File: config.mk
export PLATFORM = sky130hd
export DESIGN_NAME = clkrst_gen
export DESIGN_NICKNAME = d
export VERILOG_FILES = /design/src/rtl/clkrst_gen.sv
export SDC_FILE = /design/constraint.sdc
export NUM_CORES = 1
export LEC_CHECK = 0
export CAP_MARGIN = 20
export CORE_MARGIN = 4
export CORE_UTILIZATION = 43
export CTS_BUF_LIST = sky130_fd_sc_hd__clkbuf_4
export DETAILED_ROUTE_END_ITERATION = 8
export SETUP_SLACK_MARGIN = 0.02
export SYNTH_ARGS = -nofsm -noshare
export SYNTH_HDL_FRONTEND = slang
export SYNTH_SLANG_ARGS = --single-unit
File: constraint.sdc
create_clock -name CLK -period 1.8 [get_ports CLK]
set_clock_uncertainty 0.05 [all_clocks]
set_input_delay 0.45 -clock CLK [delete_from_list [all_inputs] [get_ports CLK]]
set_output_delay 0.45 -clock CLK [all_outputs]
set_load 0.03 [all_outputs]
File: src/rtl/clkrst_gen.sv
// clkrst_gen: divides the board oscillator, debounces the reset button and
// stretches the system reset so it releases on a divided-clock rising edge.
module clkrst_gen #(
  parameter int DIVIDE          = 4,
  parameter int DEBOUNCE_CYCLES = 120000,
  parameter int RESET_HOLD      = 16
) (
  input  logic CLK,
  input  logic power_on_reset,
  input  logic btn_n,
  output logic clk,
  output logic clk_en,
  output logic btn_pressed,
  output logic sys_reset
);

  localparam int CNT_W  = $clog2(DIVIDE);
  localparam int DB_W   = (DEBOUNCE_CYCLES > 1) ? $clog2(DEBOUNCE_CYCLES) : 1;
  localparam int HOLD_W = $clog2(RESET_HOLD + 1);

  localparam logic [CNT_W-1:0]  CNT_LAST = CNT_W'(DIVIDE - 1);
  localparam logic [CNT_W-1:0]  CNT_HALF = CNT_W'(DIVIDE / 2);
  localparam logic [DB_W-1:0]   DB_LAST  = DB_W'(DEBOUNCE_CYCLES - 1);
  localparam logic [HOLD_W-1:0] HOLD_MAX = HOLD_W'(RESET_HOLD);

  logic [CNT_W-1:0]  r_cnt;
  logic [CNT_W-1:0]  w_cntNext;
  logic              r_clk;
  logic              r_clkEn;
  logic              r_sync1;
  logic              r_sync2;
  logic              w_rawPressed;
  logic              r_btnPressed;
  logic              w_btnPressedNext;
  logic [DB_W-1:0]   r_dbCnt;
  logic [DB_W-1:0]   w_dbCntNext;
  logic [HOLD_W-1:0] r_hold;
  logic [HOLD_W-1:0] w_holdNext;
  logic              r_sysReset;

  // Outputs come from the next count so clk/clk_en are clean registered edges.
  always_comb begin
    w_cntNext = r_cnt + 1'b1;
    if (r_cnt == CNT_LAST) begin
      w_cntNext = '0;
    end
  end

  always_ff @(posedge CLK or posedge power_on_reset) begin
    if (power_on_reset) begin
      r_cnt   <= CNT_LAST;
      r_clk   <= 1'b0;
      r_clkEn <= 1'b0;
    end else begin
      r_cnt   <= w_cntNext;
      r_clk   <= (w_cntNext < CNT_HALF);
      r_clkEn <= (w_cntNext == CNT_LAST);
    end
  end

  always_ff @(posedge CLK or posedge power_on_reset) begin
    if (power_on_reset) begin
      r_sync1 <= 1'b1;
      r_sync2 <= 1'b1;
    end else begin
      r_sync1 <= btn_n;
      r_sync2 <= r_sync1;
    end
  end

  assign w_rawPressed = ~r_sync2;

  // Any sample agreeing with the accepted level restarts the stability run.
  always_comb begin
    w_btnPressedNext = r_btnPressed;
    w_dbCntNext      = '0;
    if (w_rawPressed != r_btnPressed) begin
      if (r_dbCnt == DB_LAST) begin
        w_btnPressedNext = ~r_btnPressed;
      end else begin
        w_dbCntNext = r_dbCnt + 1'b1;
      end
    end
  end

  // A press reloads the hold even when it coincides with a clk_en pulse.
  always_comb begin
    w_holdNext = r_hold;
    if (w_btnPressedNext) begin
      w_holdNext = HOLD_MAX;
    end else if (r_clkEn && (r_hold != '0)) begin
      w_holdNext = r_hold - 1'b1;
    end
  end

  always_ff @(posedge CLK or posedge power_on_reset) begin
    if (power_on_reset) begin
      r_btnPressed <= 1'b0;
      r_dbCnt      <= '0;
      r_hold       <= HOLD_MAX;
      r_sysReset   <= 1'b1;
    end else begin
      r_btnPressed <= w_btnPressedNext;
      r_dbCnt      <= w_dbCntNext;
      r_hold       <= w_holdNext;
      r_sysReset   <= w_btnPressedNext | (w_holdNext != '0);
    end
  end

  assign clk         = r_clk;
  assign clk_en      = r_clkEn;
  assign btn_pressed = r_btnPressed;
  assign sys_reset   = r_sysReset;

endmodule

Word level (Yosys, flattened, before mapping)
Index checks and enable logic that the tools add are counted.
{ "word_totals": {"output_inout_bits": 4, "wordCells": 30, "regBits": 30, "inputBits": 3} }
{ "classes": {"muxes": 7, "n_addsub": 3, "n_bitwise": 3, "eq_ne": 4, "reduce_logical": 3, "magnitude_cmp": 1} }
{ "op_table": {"columns": ["operator", "n"], "rows": [
  ["$mux 17", 2],
  ["$add 17x1->17 const B", 1],
  ["$eq 17x17->1 const B", 1],
  ["$mux 5", 2],
  ["$reduce_bool 5->1", 2],
  ["$sub 5x1->5 const B", 1],
  ["$eq 2x2->1 const B", 2],
  ["$add 2x1->2 const B", 1],
  ["$lt 2x2->1 const B", 1],
  ["$mux 1", 2],
  ["$mux 2", 1],
  ["$not 1->1", 2],
  ["$logic_and 1x1->1", 1],
  ["$ne 1x1->1", 1],
  ["$or 1x1->1", 1]
]} }

Longest topological paths before layout
{ "depth": {"word_depth": 6, "mapped_depth": 6, "ltp_nobuf": 6} }

Least setup slack after synthesis
OpenSTA, ideal clock, no wires.
{ "synth_path": {"path_type": "flip-flop to flip-flop", "from": "register r_dbCnt[0]", "to": "register r_dbCnt[12]", "t_required_ns": 1.631, "path_slack_ns": 0.159, "stages_incl_launch_ff": 7, "setup_ns": 0.119, "arrival_ns": 1.473, "n_path_buf": 1, "synth_period_minus_slack_ns": 1.641, "path_cell_list": "dfrtp_1 ha_1 nor4b_2 nand4_2 nand2_1 buf_4 nor2_1"} }
{ "synth_between": {"elab_chain_len": 3, "word_cells_on_any_way": 4, "cone_classes": "add/sub: 1; eq/ne: 1; mux: 2"} }
{ "synth_rtl": {"columns": ["item", "line_no", "text"], "rows": [
  ["start: declaration", "35", "logic [DB_W-1:0] r_dbCnt;"],
  ["start signal: assignment", "104", "r_dbCnt <= w_dbCntNext;"],
  ["$add 17x1->17 / $eq 17x17->1 (equally long branches)", "81, 78", null],
  ["$mux 17 (*)", "78", "if (r_dbCnt == DB_LAST) begin"],
  ["$mux 17 (*)", "77", "if (w_rawPressed != r_btnPressed) begin"],
  ["via w_dbCntNext[12]", "36", "logic [DB_W-1:0] w_dbCntNext;"]
]} }
The timed path passes the listed nets; every way through them passes the cells marked *.

Final worst setup path
{ "layout_path": {"from": "register r_sysReset, in the netlist sys_reset", "to": "output port sys_reset"} }
{ "layout_lines": {"columns": ["item", "line_no", "text"], "rows": [
  ["start: declaration", "39", "logic r_sysReset;"],
  ["start signal: assignment", "106", "r_sysReset <= w_btnPressedNext | (w_holdNext != '0);"],
  ["end: declaration", "14", "output logic sys_reset"]
]} }
No word-level cell between the ends.

==> out/metrics.csv <==
stage,metric,value,unit
status,status,completed,
critical_path,critical path data arrival time,1210,ps
clock_tree,Skew-Pair Late Insertion Delay,330,ps
drt,Vias per Instance,5.13,
cells_and_area,most common library cell in the layout ignoring fill and taps,sky130_fd_sc_hd__dfrtp_1,
synthesis,sequential fraction of the synthesis area,51.6,%
clock_tree,clock sinks,30,
synthesis,Yosys reg bits,30,
pwr,Power Dens Cells,747,mW/mm^2
drt,overall via count from detail_route,1011,
cells_and_area,P&R area growth vs syn,15.1,%
sta,final hold violations,0,
drt,drt wl/cell,12.8,um
sta,Finish-stage setup viols,0,
flow_run,number of violations of the max-capacitance limit,0,
sta,share of the cycle needed by the critical path after routing,95.0,%
critical_path,"Cell Chain, Critical Path",clkdlybuf4s15_1,
synthesis,mean instance size in the synthesized netlist,10.9,sq um
critical_path,Crit path largest cell delay,520,ps
floorplanning,top-level port count,7,
critical_path,crit end category,output pin,
drt,DRT Wirelength,2530,um
hold_path,worst min path class,flip-flop to flip-flop,
synthesis,number of flops mapped to enable cells by yosys,0,
cells_and_area,share of post-route cells with drive strength above 1,19.0,%
placement,half-perimeter wire length after placement,1820,um
floorplanning,Die Height,66.4,um
sta,Setup Total Neg Slack,0,ps
clock_tree,total clock buffers created by CTS,5,
sta,RSZ-0062 raised after global routing,yes,
synthesis,Cell variety after synth,34,
synthesis,top-area cell type share of the netlist area,40.9,%
critical_path,Critical Path RT,1300,ps
synthesis,Yosys warning total,0,
sta,Peak Freq,585,MHz
cells_and_area,"commonest cells after routing, fill and taps aside","sky130_fd_sc_hd__dfrtp_1, sky130_fd_sc_hd__nor2_1, sky130_fd_sc_hd__xnor2_1",
synthesis,largest cells by area after synthesis,"sky130_fd_sc_hd__dfrtp_1, sky130_fd_sc_hd__dfstp_2, sky130_fd_sc_hd__xnor2_1",
synthesis,proportion of register bits with asynchronous set or reset after synthesis,100,%
sta,shortest clock period the worst path allows after layout,1710,ps
synthesis,predominant post-synthesis flop cell,sky130_fd_sc_hd__dfrtp_1,
pwr,Worst VDD drop,0.506,mV
sta,pins over their slew limit,0,
critical_path,"Worst Path Class, Setup",flip-flop to output pin,
sta,Relative slew margins,73.9,%
clock_tree,TritonCTS clock tree,yes,
grt,total global routing overflow,0,
synthesis,post-synthesis cell type with the largest combined area,sky130_fd_sc_hd__dfrtp_1,
placement,total placed cells including tap cells,189,
floorplanning,die area,0.00441,sq mm
cells_and_area,Final nets,159,
clock_tree,Clock Root Buffer,sky130_fd_sc_hd__clkbuf_4,
clock_tree,clock tree buffer depth,2,
drt,drt pass-1 iters,4,
synthesis,post-synth net total,142,
grt,initial antenna violation count,0,
clock_tree,number of levels the H-tree was split into,2,
sta,slew at the pin with the worst max-slew slack,382,ps
critical_path,slowest cell on the critical path,sky130_fd_sc_hd__dfstp_2,
grt,largest net degree at the start of global routing,31,
synthesis,post-synthesis instance area,0.00147,sq mm
cells_and_area,count of filler cells inserted in the layout,290,
floorplanning,core box area,0.00315,sq mm
floorplanning,std cell rows,20,
drt,DRC violation total after the first TritonRoute iteration,68,
critical_path,Worst path top cell family by delay,flip-flops,
grt,number of global-route vias before repair,969,
drt,Post-DRT Antenna Nets,0,
critical_path,WP buf/inv,1,
placement,GP Congestion,0.843,
drt,drc violations,0,
clock_tree,clock slew at the register clock pins of the worst setup and hold paths,100,ps
critical_path,startpoint type of the worst setup path,flip-flop,
grt,wire length of the first global-routing pass,4520,um
cells_and_area,Diodes inserted,0,
synthesis,Post-Syn Instances,135,
floorplanning,initial standard-cell utilization of the core,46.6,%
grt,overall routing resource usage,14.0,%
floorplanning,Die Width,66.4,um
cells_and_area,final cell count without fillers,197,
pwr,total leakage power,0.752,nW
placement,IO Port Bufs,6,
critical_path,maximum net fanout on the critical path,1,
## where the power goes
group / switching [mW] / leakage, nW / total [mW] / internal (mW)
Combinational: 0.0280 / 0.316 / 0.0456 / 0.0176
Clock: 0.237 / 0.0450 / 0.524 / 0.287
Sequential: 0.00857 / 0.391 / 0.692 / 0.684
Total: 0.273 / 0.752 / 1.26 / 0.989
## synthesized netlist by cell type (2+ instances only)
cell / instances
sky130_fd_sc_hd__inv_1: 9
sky130_fd_sc_hd__nand4_1: 5
sky130_fd_sc_hd__nand2_1: 9
sky130_fd_sc_hd__nor4_1: 4
sky130_fd_sc_hd__nand4_2: 2
sky130_fd_sc_hd__xor2_1: 5
sky130_fd_sc_hd__nor2_1: 22
sky130_fd_sc_hd__ha_1: 4
sky130_fd_sc_hd__nor3_1: 4
sky130_fd_sc_hd__dfrtp_1: 24
sky130_fd_sc_hd__a21oi_1: 3
sky130_fd_sc_hd__xnor2_1: 12
sky130_fd_sc_hd__nand3_1: 6
sky130_fd_sc_hd__dfstp_2: 6
## layer usage
metal,part of all wire [%],GRT usage [%]
met1,49,18.2
met2,45,20.4
met3,4.3,5.10
met4,2.1,6.85
met5,0,0
## through the flow
step | util (%) | setup slack (ps) | power, mW | hold slack [ps] | cell area [sq um]
5_1_grt | 53.6 | 4.47 | 1.34 | 316 | 1690
3_5_place_dp | 51.2 | 53.8 | 0.752 | 298 | 1610
2_1_floorplan | - | 159 | 0.732 | 295 | 1470
3_3_place_gp | 51.2 | 137 | 0.751 | 296 | 1610
6_report | 53.6 | 90.8 | 1.26 | 311 | 1690
4_1_cts | 53.5 | 39.8 | 1.28 | 313 | 1690
## area by class of cell
class / instances / area [sq um] / area share, %
flip-flops and latches: 30 / 758 / 44.9
multi-input cells: 95 / 672 / 39.7
repair buffers: 11 / 93.8 / 5.55
well taps: 44 / 55.1 / 3.26
clock inverters: 3 / 40.0 / 2.37
clock buffers: 5 / 37.5 / 2.22
inverters: 9 / 33.8 / 2.00
## logic make-up (layout without fill, tap and decap cells)
logic type / Yosys count / count (layout) / synth area share [%]
multiplexers: 2 / 2 / 2.21
buffers and inverters: 10 / 28 / 2.81
AO/OA/AOI/OAI: 7 / 7 / 4.51
adder cells (fa/ha/maj): 4 / 4 / 3.41
AND/OR/NAND/NOR: 65 / 65 / 25.3
flip-flops: 30 / 30 / 51.6
XOR/XNOR: 17 / 17 / 10.1
## final timing paths
| path | startpoint | to | slack [ps] | depth (start not counted) |
|---|---|---|---|---|
| setup reg to reg | r_hold[0] | sys_reset | 140 | 6 |
| setup / recovery | sys_reset | sys_reset | 90 | 1 |
| max in group asynchronous | power_on_reset | r_hold[4] | 950 | 3 |
| hold / removal | r_sync1 | r_sync2 | 310 | 0 |
| min in group asynchronous | power_on_reset | clk | 450 | 3 |
| hold reg to reg | r_sync1 | r_sync2 | 310 | 0 |
## what timing repair did
action	in CTS	in global routing
endpoints found under the setup margin	4	5
setup buffers	0	0
gates cloned	0	0
gates resized for setup	4	2
pin swaps	0	1
hold buffers	0	0
## sequential cells by signal, indices dropped and copies added (netlist names)
name / count
r_sync2: 1
clk_en: 1
btn_pressed: 1
sys_reset: 1
r_sync1: 1
clk: 1
r_dbCnt: 17
r_cnt: 2
r_hold: 5
Power figures use the tool's default switching activity.
